### config.mk
export PLATFORM = sky130hd
export DESIGN_NAME = uart_cmd_bridge
export DESIGN_NICKNAME = d
export VERILOG_FILES = /design/src/rtl/uart_cmd_bridge.sv
export SDC_FILE = /design/constraint.sdc
export NUM_CORES = 1
export LEC_CHECK = 0
export CAP_MARGIN = 20
export CORE_MARGIN = 8
export CORE_UTILIZATION = 25
export DETAILED_ROUTE_END_ITERATION = 6
export PLACE_DENSITY_LB_ADDON = 0.3
export SYNTH_ARGS = -nofsm -noshare
export SYNTH_HDL_FRONTEND = slang
export SYNTH_SLANG_ARGS = --single-unit
### constraint.sdc
create_clock -name clock -period 6.4 [get_ports clock]
set_clock_uncertainty 0.1 [all_clocks]
set_input_delay 0.64 -clock clock [delete_from_list [all_inputs] [get_ports clock]]
set_output_delay 0.64 -clock clock [all_outputs]
set_load 0.01 [all_outputs]
### src/rtl/uart_cmd_bridge.sv
// Command agent on the FIFO side of a UART: parses SYNC/CMD/ADDR/DATA/CHK frames,
// performs one register read or write, and answers every finished or aborted frame.
module uart_cmd_bridge #(
    parameter logic [7:0] SYNC    = 8'hA5,
    parameter int         TIMEOUT = 100000,
    parameter int         CNT_W   = 17
) (
    input  logic       clock,
    input  logic       reset,
    input  logic       rx_empty,
    output logic       rd_uart,
    input  logic [7:0] rx_data,
    input  logic [7:0] rx_lsr,
    input  logic       tx_full,
    output logic       wr_uart,
    output logic [7:0] tx_data,
    output logic       reg_we,
    output logic       reg_re,
    output logic [7:0] reg_addr,
    output logic [7:0] reg_wdata,
    input  logic [7:0] reg_rdata,
    output logic       busy,
    output logic [7:0] err_count
);

    typedef enum logic [2:0] {
        HUNT, GET_CMD, GET_ADDR, GET_DATA, GET_CHK, EXEC, RD_WAIT, SEND
    } state_t;

    localparam logic [CNT_W-1:0] TMO_LAST = CNT_W'(TIMEOUT - 1);

    state_t           state_q, state_d;
    logic             byte_vld, post_rst, wr_gap;
    logic             line_err, in_get, rx_state, tmo, chk_ok, cmd_wr, cmd_rd, err_inc;
    logic [CNT_W-1:0] cnt_q;
    logic [7:0]       cmd_q, addr_q, data_q, chk_q, rep_cmd, rep_data, tx_byte;
    logic [2:0]       idx;
    logic             unused_lsr;

    assign unused_lsr = ^{rx_lsr[7:5], rx_lsr[0]};
    assign line_err   = |rx_lsr[4:1];
    assign in_get     = state_q inside {GET_CMD, GET_ADDR, GET_DATA, GET_CHK};
    assign rx_state   = (state_q == HUNT) || in_get;
    assign tmo        = in_get && !byte_vld && (cnt_q == TMO_LAST);
    assign chk_ok     = ((cmd_q ^ addr_q ^ data_q) == chk_q);
    assign cmd_wr     = chk_ok && (cmd_q == 8'h01);
    assign cmd_rd     = chk_ok && (cmd_q == 8'h02);
    assign err_inc    = (rx_state && byte_vld && line_err) || tmo
                     || ((state_q == EXEC) && !(cmd_wr || cmd_rd));

    // Strobes are gated for the first cycle out of reset so a stale state never fires.
    assign rd_uart   = rx_state && !rx_empty && !byte_vld && !reset && !post_rst;
    assign wr_uart   = (state_q == SEND) && !tx_full && !wr_gap && !reset;
    assign tx_data   = wr_uart ? tx_byte : 8'h00;
    assign reg_we    = (state_q == EXEC) && cmd_wr && !reset;
    assign reg_re    = (state_q == EXEC) && cmd_rd && !reset;
    assign reg_addr  = addr_q;
    assign reg_wdata = data_q;
    assign busy      = (state_q != HUNT);

    always_comb begin
        tx_byte = SYNC;
        case (idx)
            3'd1:    tx_byte = rep_cmd;
            3'd2:    tx_byte = addr_q;
            3'd3:    tx_byte = rep_data;
            3'd4:    tx_byte = rep_cmd ^ addr_q ^ rep_data;
            default: tx_byte = SYNC;
        endcase
    end

    always_comb begin
        state_d = state_q;
        case (state_q)
            HUNT:     if (byte_vld && !line_err && rx_data == SYNC) state_d = GET_CMD;
            GET_CMD:  if (byte_vld) state_d = line_err ? SEND : GET_ADDR; else if (tmo) state_d = HUNT;
            GET_ADDR: if (byte_vld) state_d = line_err ? SEND : GET_DATA; else if (tmo) state_d = HUNT;
            GET_DATA: if (byte_vld) state_d = line_err ? SEND : GET_CHK;  else if (tmo) state_d = HUNT;
            GET_CHK:  if (byte_vld) state_d = line_err ? SEND : EXEC;     else if (tmo) state_d = HUNT;
            EXEC:     state_d = cmd_rd ? RD_WAIT : SEND;
            RD_WAIT:  state_d = SEND;
            SEND:     if (wr_uart && idx == 3'd4) state_d = HUNT;
            default:  state_d = HUNT;
        endcase
    end

    always_ff @(posedge clock) begin
        if (reset) state_q <= HUNT;
        else       state_q <= state_d;
    end

    always_ff @(posedge clock) begin
        if (reset) begin
            post_rst  <= 1'b1;
            byte_vld  <= 1'b0;
            wr_gap    <= 1'b0;
            cnt_q     <= '0;
            idx       <= 3'd0;
            cmd_q     <= 8'h00;
            addr_q    <= 8'h00;
            data_q    <= 8'h00;
            chk_q     <= 8'h00;
            rep_cmd   <= 8'h00;
            rep_data  <= 8'h00;
            err_count <= 8'h00;
        end else begin
            post_rst <= 1'b0;
            byte_vld <= rd_uart;
            wr_gap   <= wr_uart;
            cnt_q    <= (in_get && !byte_vld && !tmo) ? cnt_q + 1'b1 : '0;

            if (state_q != SEND) idx <= 3'd0;
            else if (wr_uart)    idx <= idx + 3'd1;

            // ADDR is cleared at SYNC so an early abort reports address 00.
            if (byte_vld && !line_err) begin
                case (state_q)
                    HUNT:     if (rx_data == SYNC) addr_q <= 8'h00;
                    GET_CMD:  cmd_q  <= rx_data;
                    GET_ADDR: addr_q <= rx_data;
                    GET_DATA: data_q <= rx_data;
                    GET_CHK:  chk_q  <= rx_data;
                    default:  ;
                endcase
            end

            if (in_get && byte_vld && line_err) begin
                rep_cmd  <= 8'hEE;
                rep_data <= 8'h03;
            end

            if (state_q == EXEC) begin
                if (!chk_ok)     begin rep_cmd <= 8'hEE; rep_data <= 8'h01;   end
                else if (cmd_wr) begin rep_cmd <= 8'h81; rep_data <= data_q;  end
                else if (cmd_rd) begin rep_cmd <= 8'h82; rep_data <= data_q;  end
                else             begin rep_cmd <= 8'hEE; rep_data <= 8'h02;   end
            end

            if (state_q == RD_WAIT) rep_data <= reg_rdata;

            if (err_inc && err_count != 8'hFF) err_count <= err_count + 8'h01;
        end
    end

endmodule

==> flow_summary.toml <==
[outcome]
outcome = "completed"

[critical_path]
cp_data_arrival_time_ns = 2.93
critical_path_class = "reg2out"
r2r.worst_path.cells = 7
worst-path-max-fanout = 24
rr_endpoint = "err_count[5]$_SDFFE_PP0P_"
worst_ep_required_time_ns = 5.66
end_kind = "primary output"
setup.worst_path.start_class = "flip-flop"
worst_case_register_to_register_setup_slack_ns = 3.53
worstReg2RegStart = "cnt_q[8]$_SDFF_PP0_"

[cts]
clk_pin_slew_worst_paths_ns = 0.05
hold_buffers = 0
cts_tree = "done"
clockRootBuffer = "clkbuf_16"
clk_path_buf_depth = 2
cts_resized = 0
htreeDepth = 3
clock_sink_count = 78
numCtsBuffers = 9
clk_latency_ns = 0.33
post_cts_buffers = 0

[global_route]
grt_pass1_wl_um = 17690
largest_net_degree_at_the_start_of_global_routing = 61
groute.usage.overall = 0.1088
globalRoute.totalOverflow = 0
first_global_vias = 3365
grt_antenna_before_repair = 0

[synthesis]
count_of_flip_flops_with_a_built_in_enable_after_synthesis = 0
post_synth_and_or_nand_nor_area_fraction = 0.2438
async_reset_ff_frac = 0
synthCells = 467
synth_cell_type_count = 53
syn-num-nets = 502
synthTopCellsByCount = "79 x nor2_1, 78 x dfxtp_1, 42 x xnor2_1"
synth_top_cells_by_area = "dfxtp_1 38%, xnor2_1 9.0%, mux2i_1 7.9%, nor2_1 7.3%, a21oi_1 3.0%"
yosys-mux-area-fraction = 0.07879
ys.flop_type = "dfxtp_1"
synth_top_family_by_area = "simple AND/OR/NAND/NOR gates"
synth_compound_gate_area_share = 0.1197
yosys_warnings = 0
post_synth_xor_area_fraction = 0.1163
synth_area_leader = "dfxtp_1"
yosys.area.top_type_share = 0.3841
synth-seq-area-share = 0.3841
cell_with_the_most_instances_after_synthesis = "nor2_1"
ys_ff_latch = 78
syn_area_um2 = 4065
synthesis.area_per_instance_um2 = 8.705
synth_fa_ha_area_frac = 0.02155

[power]
cellLeakagePower_nw = 1.869
internal-power_uw = 822.3
p_clk_frac = 0.488
power_switching_uw = 197.2
power_frac_comb = 0.033
sequential_power_share = 0.479
fin_total_pwr_mw = 1.020
power_density_nw_per_um2 = 198.5
vdd.ir_drop.worst_uv = 111.5
switching_share = 0.1935

[floorplan]
core_area_um2 = 15890
floorplan.initialDensity = 0.2559
io-pin-count = 65
total_die_area_um2 = 20600
die_x_um = 143.5
die_height_um = 143.5
standard_cell_rows = 46

[timing]
hold_viol_final = 0
report.final.setup_viol = 0
post-route-period-util = 0.5730
slew_headroom = 0.5050
fin_hold_ws_ns = 0.3429
timing_max_transition_violations_final = 0
rsz_0062_raised_after_global_routing = "no"
final.setup.tns_ns = 0
timing.final.crit_period_ns = 3.667
fmax_mhz = 272.7
worst_pin_slew_ns = 0.7414

[worst_hold_path]
min_delay_worst_endpoint = "cnt_q[0]$_SDFF_PP0_"
worstHoldStart = "cnt_q[0]$_SDFF_PP0_"
holdPathStages = 1
worst_hold_path_type = "reg2reg"

[cells_and_area]
final_nets = 552
layout.filler_cells = 1693
flow.area_growth_from_synthesis_pct = 26.35
antenna_cells_inserted = 0
finalNonFillerCells = 736
share_of_post_route_cells_with_drive_strength_above_1 = 0.05385

[detailed_routing]
aggregate_routed_wire_length_um = 11060
ant_nets = 0
routed_length_per_instance_um = 15.02
drt-initial-drc-count = 281
vias_per_cell = 4.721
detail_route.first_pass.iterations = 4
detail_route.drc_violations = 0
dr_total_vias = 3475

[placement]
dp.final_hpwl_um = 8271
io_buffer_count = 60
gpl.final_weighted_congestion = 0.7756
placed_cells = 721

[run]
maxCapViolations = 0
## metal layers
metal	track usage	vias to the layer above	wire length, µm
met5	0	-	0
met2	0.1785	54	5184
li1	-	1755	-
met4	0.04925	0	220
met3	0.02157	14	452
met1	0.1350	1652	5199
## power groups by stage
stage | registers (mW) | logic [mW] | clock network, mW
floorplan | 0.498 | 0.0111 | 0
global placement | 0.499 | 0.0339 | 0
detailed placement | 0.499 | 0.0342 | 0
CTS | 0.488 | 0.0344 | 0.512
global route | 0.488 | 0.0369 | 0.535
finish | 0.488 | 0.0338 | 0.497
## registers in the layout (all words and copies together), names as in the netlist
register / cells
rep_cmd: 4
reg_addr: 8
state_q: 3
reg_wdata: 8
chk_q: 8
byte_vld: 1
err_count: 8
cnt_q: 17
cmd_q: 8
wr_gap: 1
rep_data: 8
idx: 3
post_rst: 1
## per-stage QoR
stage	util	area (µm²)	worst slack (ns)
6_report	0.3233	5136	2.733
5_1_grt	0.3233	5136	2.484
4_1_cts	0.3229	5129	2.697
3_5_place_dp	0.3046	4838	2.714
3_3_place_gp	0.3046	4838	2.758
2_1_floorplan	-	4065	3.772
## critical path, stage by stage, from the launching register on
cell             delay, ns
dfxtp_1               0.79
nand4b_1              0.31
or3_1                 0.53
inv_1                 0.12
nand2_1               0.11
a21oi_1               0.17
clkdlybuf4s50_1       0.58
## cells in the final DEF (no fill, tap or decap), drive strengths merged, types with 5 or more instances in the layout
cell / instances
nor2: 80
a222oi: 11
nor4: 5
clkdlybuf4s50: 59
mux2i: 32
dfxtp: 78
ha: 7
xnor2: 42
nand2: 22
a21oi: 24
or3: 9
and2: 10
or4: 12
a31oi: 5
o31ai: 7
and3: 7
clkbuf: 14
nand3: 16
xor2: 12
o21ai: 12
inv: 12
nor3: 9
## logic make-up (layout without fill, tap and decap cells)
group	after synthesis	in the layout
AO/OA/AOI/OAI	72	72
XOR/XNOR	54	54
adder cells (fa/ha/maj)	7	7
buffers and inverters	35	88
flip-flops	78	78
multiplexers	32	32
AND/OR/NAND/NOR	189	189
## layout make-up
| type | instances | area, µm² | area share |
|---|---|---|---|
| clock buffer | 13 | 260.3 | 0.05067 |
| clock inverter | 1 | 30.03 | 0.005847 |
| inverter | 12 | 45.04 | 0.008770 |
| multi-input combinational | 354 | 2359 | 0.4592 |
| sequential | 78 | 1562 | 0.3040 |
| tap | 216 | 270.3 | 0.05262 |
| timing repair buffer | 62 | 610.6 | 0.1189 |
## worst max path at each step
stage                                  to                     from  slack (ns)  cells past startpoint
detailed placement             tx_data[6]                    reset        2.71                      8
global route                   tx_data[6]  state_q[1]$_SDFFE_PP0P_        2.48                      6
CTS                            tx_data[6]  state_q[1]$_SDFFE_PP0P_        2.70                      6
floorplan           cmd_q[0]$_SDFFE_PP0P_                rx_lsr[2]        3.77                      6
finish                         tx_data[6]  state_q[1]$_SDFFE_PP0P_        2.73                      6
global placement               tx_data[6]                    reset        2.76                      8
Power figures use the tool's default switching activity.
